### src/rtl/acc_burst_feeder.sv
// Sample FIFO feeding a running accumulator. A start command clears the accumulator and
// then streams burst_len samples into it, driving zero on every cycle with no sample.
module acc_burst_feeder #(
  parameter int DW    = 16,
  parameter int DEPTH = 8,
  parameter int LW    = 8
) (
  input  logic                     clk,
  input  logic                     reset,
  input  logic [DW-1:0]            s_data,
  input  logic                     s_valid,
  output logic                     s_ready,
  input  logic                     start,
  input  logic [LW-1:0]            burst_len,
  output logic [DW-1:0]            acc_in,
  output logic                     acc_clr,
  output logic                     busy,
  output logic                     done,
  output logic [$clog2(DEPTH):0]   level
);

  localparam int AW = $clog2(DEPTH);

  typedef enum logic [1:0] {IDLE, CLEAR, FEED, DONE} state_t;

  logic [DW-1:0] r_mem [DEPTH];
  logic [AW-1:0] r_wptr, r_rptr;
  logic [AW:0]   r_level;
  state_t        r_state, w_state_nxt;
  logic [LW-1:0] r_len, r_cnt, w_len_nxt, w_cnt_nxt;
  logic [DW-1:0] r_acc_in, w_acc_in_nxt;
  logic          r_acc_clr, w_acc_clr_nxt;
  logic          r_done, w_done_nxt;
  logic          w_push, w_pop;

  // Full blocks a push even when a pop happens on the same edge; level only counts
  // stored words, so a word cannot be popped on the edge that writes it.
  assign s_ready = (r_level != (AW+1)'(DEPTH));
  assign w_push  = s_valid & s_ready;
  assign w_pop   = (r_state == FEED) && (r_level != '0);

  always_ff @(posedge clk) begin
    if (w_push) r_mem[r_wptr] <= s_data;
  end

  always_ff @(posedge clk or posedge reset) begin
    if (reset) begin
      r_wptr  <= '0;
      r_rptr  <= '0;
      r_level <= '0;
    end else begin
      if (w_push) r_wptr <= r_wptr + AW'(1);
      if (w_pop)  r_rptr <= r_rptr + AW'(1);
      case ({w_push, w_pop})
        2'b10:   r_level <= r_level + (AW+1)'(1);
        2'b01:   r_level <= r_level - (AW+1)'(1);
        default: r_level <= r_level;
      endcase
    end
  end

  always_ff @(posedge clk or posedge reset) begin
    if (reset) begin
      r_state   <= IDLE;
      r_len     <= '0;
      r_cnt     <= '0;
      r_acc_in  <= '0;
      r_acc_clr <= 1'b0;
      r_done    <= 1'b0;
    end else begin
      r_state   <= w_state_nxt;
      r_len     <= w_len_nxt;
      r_cnt     <= w_cnt_nxt;
      r_acc_in  <= w_acc_in_nxt;
      r_acc_clr <= w_acc_clr_nxt;
      r_done    <= w_done_nxt;
    end
  end

  always_comb begin
    w_state_nxt   = r_state;
    w_len_nxt     = r_len;
    w_cnt_nxt     = r_cnt;
    w_acc_in_nxt  = '0;
    w_acc_clr_nxt = 1'b0;
    w_done_nxt    = 1'b0;
    case (r_state)
      IDLE: begin
        if (start) begin
          w_len_nxt     = burst_len;
          w_cnt_nxt     = '0;
          w_acc_clr_nxt = 1'b1;
          w_state_nxt   = CLEAR;
        end
      end
      CLEAR: begin
        if (r_len == '0) begin
          w_state_nxt = DONE;
          w_done_nxt  = 1'b1;
        end else begin
          w_state_nxt = FEED;
        end
      end
      FEED: begin
        // cnt < len here, so cnt+1 never wraps even for len = 2^LW-1
        if (w_pop) begin
          w_acc_in_nxt = r_mem[r_rptr];
          w_cnt_nxt    = r_cnt + LW'(1);
          if ((r_cnt + LW'(1)) == r_len) begin
            w_state_nxt = DONE;
            w_done_nxt  = 1'b1;
          end
        end
      end
      DONE: w_state_nxt = IDLE;
      default: w_state_nxt = IDLE;
    endcase
  end

  assign acc_in  = r_acc_in;
  assign acc_clr = r_acc_clr;
  assign done    = r_done;
  assign busy    = (r_state == CLEAR) || (r_state == FEED);
  assign level   = r_level;

endmodule

### config.mk
export PLATFORM = sky130hd
export DESIGN_NAME = acc_burst_feeder
export DESIGN_NICKNAME = d
export VERILOG_FILES = /design/src/rtl/acc_burst_feeder.sv
export SDC_FILE = /design/constraint.sdc
export NUM_CORES = 1
export LEC_CHECK = 0
export CAP_MARGIN = 20
export CORE_MARGIN = 1
export CORE_UTILIZATION = 60
export CTS_BUF_LIST = sky130_fd_sc_hd__clkbuf_8
export DETAILED_ROUTE_END_ITERATION = 8
export GPL_ROUTABILITY_DRIVEN = 0
export PLACE_DENSITY_LB_ADDON = 0.08
export SETUP_SLACK_MARGIN = 0.05
export SYNTH_ARGS = -nofsm -noshare
export SYNTH_HDL_FRONTEND = slang
export SYNTH_SLANG_ARGS = --single-unit
export TNS_END_PERCENT = 50
### constraint.sdc
create_clock -name clk -period 3.67 [get_ports clk]
set_clock_uncertainty 0.1 [all_clocks]
set_input_delay 0.734 -clock clk [delete_from_list [all_inputs] [get_ports clk]]
set_output_delay 0.734 -clock clk [all_outputs]
set_load 0.005 [all_outputs]
==> results.md <==
- Post-synthesis sequential area ratio: 0.7110
- Period utilization: 0.7373
- CP max stage delay: 0.45 ns
- Leak: 2.998 nW
- Clock root cell: clkbuf_8
- Vias per inst: 5.866
- Largest fanout on the critical path: 13
- GRT Util Overall: 0.2312
- Hold Crit Depth: 1
- Initial antenna violation count: 0
- Status: complete, no violations
- First-pass GRT wire length: 19.43 mm
- Final ANT Viol Nets: 0
- Critical path cell sequence: inv_1, ha_1, nand2_1, inv_1, ha_1, ha_1, a21o_1, a21oi_1, xnor2_1, nor2_1, xor2_1
- Worst slew pin tran: 1.099 ns
- Max clock buf depth: 2
- Initial DRC count: 308
- Area leader, netlist: edfxtp_1
- Crit path max-delay cell type: ha_1
- IO Pins: 52
- Critical path arrival: 2.93 ns
- Cts hold-fix bufs: 0
- Die Width: 110.2 µm
- Yosys reg bits: 174
- R2r worst-path depth: 11
- Crit path required time: 3.90 ns
- # rows: 39
- Max-cap viol count: 0
- Per-cell routed wire length: 20.26 µm
- CP Class: flip-flop to flip-flop
- CTS tree: done
- Final setup margin: 0.9642 ns
- Hold crit path type: flip-flop to flip-flop
- Fin Setup TNS: 0 ns
- Reg2reg end: level[3]
- Clock Sinks: 174
- Worst reg2reg path startpoint: r_state[0]
- RSZ-0062 raised after global routing: no
- Initial Util: 0.6153
- CP top delay family: adder cells
- Synth top area cells: edfxtp_1, dfrtp_1, mux4_2, mux2i_1, ha_1
- Final hold viol count: 0
- Die height: 110.2 µm
- CORE AREA: 11420 µm²
- Worst skew pair latency: 0.44 ns
- Syn Inst Count: 401
- DRC errors left: 0
- Nets@finish: 512
- Hold slack: 0.4353 ns
- CP bufs+invs: 2
- Slew headroom: 0.2673
- Share of cells above drive strength 1: 0.1975
- DP Worst Slack: 0.7012 ns
- Finish-stage setup viols: 0
- CTS buffer count: 17
- HPWL Detailed: 8.167 mm
- Die ar.: 12150 µm²
- Hold Startpoint: level[3]
- Cell Count, Final, Fillers Out: 629
- Synth cell types: 47
- Htree depth: 4
- Antenna cells: 0
- Total setup buffers inserted after CTS: 0
- Reg2reg setup slack: 0.96 ns
- Clk pin slew, worst setup/hold paths: 0.08 ns
- Slew Limit Fails: 0
- Maximum vdd drop: 0.4706 mV
- Buffers on Ports: 51
- Syn nets: 440
- Ys Warns: 0
- Post-CTS sizing: 0
- Grt total ovfl: 0
- Layout area overhead: 16.94%
- CP startpoint kind: flip-flop
- Fmax: 0.3696 GHz
- Async S/R FF share, synth: 0.2644
- Crit end category: flip-flop
- Worst hold endpoint: level[3]
- DR pass1 iterations: 5
- Via count: 3690
- Largest net degree at the start of global routing: 35
- Top cell by count, worst path: ha_1
- WP depth: 11
- Power per cell area: 754.5 nW/µm²
- Placed cell count: 597
- Cell Area, Synth: 7025 µm²
- Routed Wire Length: 12.74 mm
- Top_reg_cell synth: edfxtp_1
- Post-synth EDFFs: 128
- Vias in the first global route: 3645
- Tmin final: 2.706 ns
- Avg Cell Area, Syn: 17.52 µm²
- Area share of the largest cell type after synthesis: 0.5471
[worst register-to-register path, delay by kind of cell (launching register included)]
kind	cells	cell delay, ns
fa+ha+maj	3	0.92
flops	1	0.42
compound gates	2	0.34
buf+inv	2	0.32
xor+xnor	2	0.28
simple gates	2	0.21
[power breakdown]
group	switching (W)	internal, W
clock	0.000626	0.000692
sequential	0.000414	0.00254
combinational	0.000850	0.00107
[metal layers]
metal  global-route usage  vias up  routed length, µm
met2               0.3857      118               6598
met3              0.05644       10                573
met1               0.3042     1876               5475
li1                     -     1686                  -
met4              0.07143        0                 93
met5                    0        -                  0
[area by class of cell]
| class | instances | area (µm²) |
|---|---|---|
| flip-flops and latches | 174 | 4997 |
| fillers | 728 | 3203 |
| multi-input cells | 204 | 1964 |
| repair buffers | 67 | 643.1 |
| clock buffers | 19 | 261.5 |
| well taps | 143 | 178.9 |
| clock inverters | 13 | 136.4 |
| inverters | 9 | 33.78 |
[cells in the final DEF (no fill, tap or decap), types with 3 or more instances in the layout]
| master | netlist | layout |
|---|---|---|
| edfxtp_1 | 128 | 128 |
| clkdlybuf4s50_1 | 0 | 51 |
| dfrtp_1 | 46 | 44 |
| mux4_2 | 32 | 32 |
| nand2_1 | 24 | 24 |
| nor2_1 | 24 | 24 |
| clkbuf_8 | 0 | 19 |
| mux2i_1 | 17 | 17 |
| buf_4 | 0 | 15 |
| inv_1 | 9 | 14 |
| xnor2_1 | 11 | 11 |
| ha_1 | 10 | 10 |
| o21ai_0 | 9 | 9 |
| mux2_2 | 9 | 9 |
| nand3_1 | 7 | 7 |
| xor2_1 | 7 | 7 |
| nor3_1 | 9 | 5 |
| nand2b_1 | 5 | 5 |
| a21oi_1 | 4 | 4 |
| nor3_2 | 0 | 4 |
| a22o_1 | 3 | 3 |
| bufinv_16 | 0 | 3 |
| clkinv_2 | 0 | 3 |
[worst max-delay path by stage]
stage,start,to,slack (ns)
after floorplan,s_valid,r_mem[0][0],0.68
after global placement,s_valid,level[3],0.75
after detailed placement,s_valid,level[3],0.70
after CTS,r_state[0],level[3],0.96
after global routing,r_state[0],level[3],0.73
final,r_state[0],level[3],0.96
[logic make-up after synthesis]
family          Yosys count  share of synthesized area
simple gates             85                    0.05931
fa+ha+maj                11                    0.02066
mux                      59                     0.1434
buf+inv                  23                    0.01318
flops                   174                     0.7110
xor+xnor                 18                    0.02244
compound gates           31                    0.03010
[cell usage after synthesis (2+ instances only)]
cell      number
inv_1          9
xnor2_1       11
nor2_1        24
mux4_2        32
buf_1          2
a22o_1         3
buf_2          5
xor2_1         7
a31oi_1        2
nand2b_1       5
dfrtp_1       46
a21oi_1        4
clkbuf_1       7
nor4_1         3
nand2_1       24
mux2_2         9
mux2i_1       17
edfxtp_1     128
nand4_1        2
o21ai_0        9
nor3_1         9
nor2b_1        2
nand3_1        7
ha_1          10
o31ai_1        2
[registers in the layout, summed over array words and instances (netlist names)]
register / count
r_mem: 128
acc_in: 16
r_cnt: 8
r_len: 8
level: 4
r_rptr: 3
r_wptr: 3
r_state: 2
acc_clr: 1
done: 1
[metrics by stage]
stage	power, W	utilization	instance area [µm²]
finish	0.006198	0.7195	8215
global placement	0.004896	0.6846	7818
global route	0.006549	0.7195	8215
CTS	0.006255	0.7195	8215
detailed placement	0.004944	0.6846	7818
floorplan	0.004190	-	7025
Power figures use the tool's default switching activity.
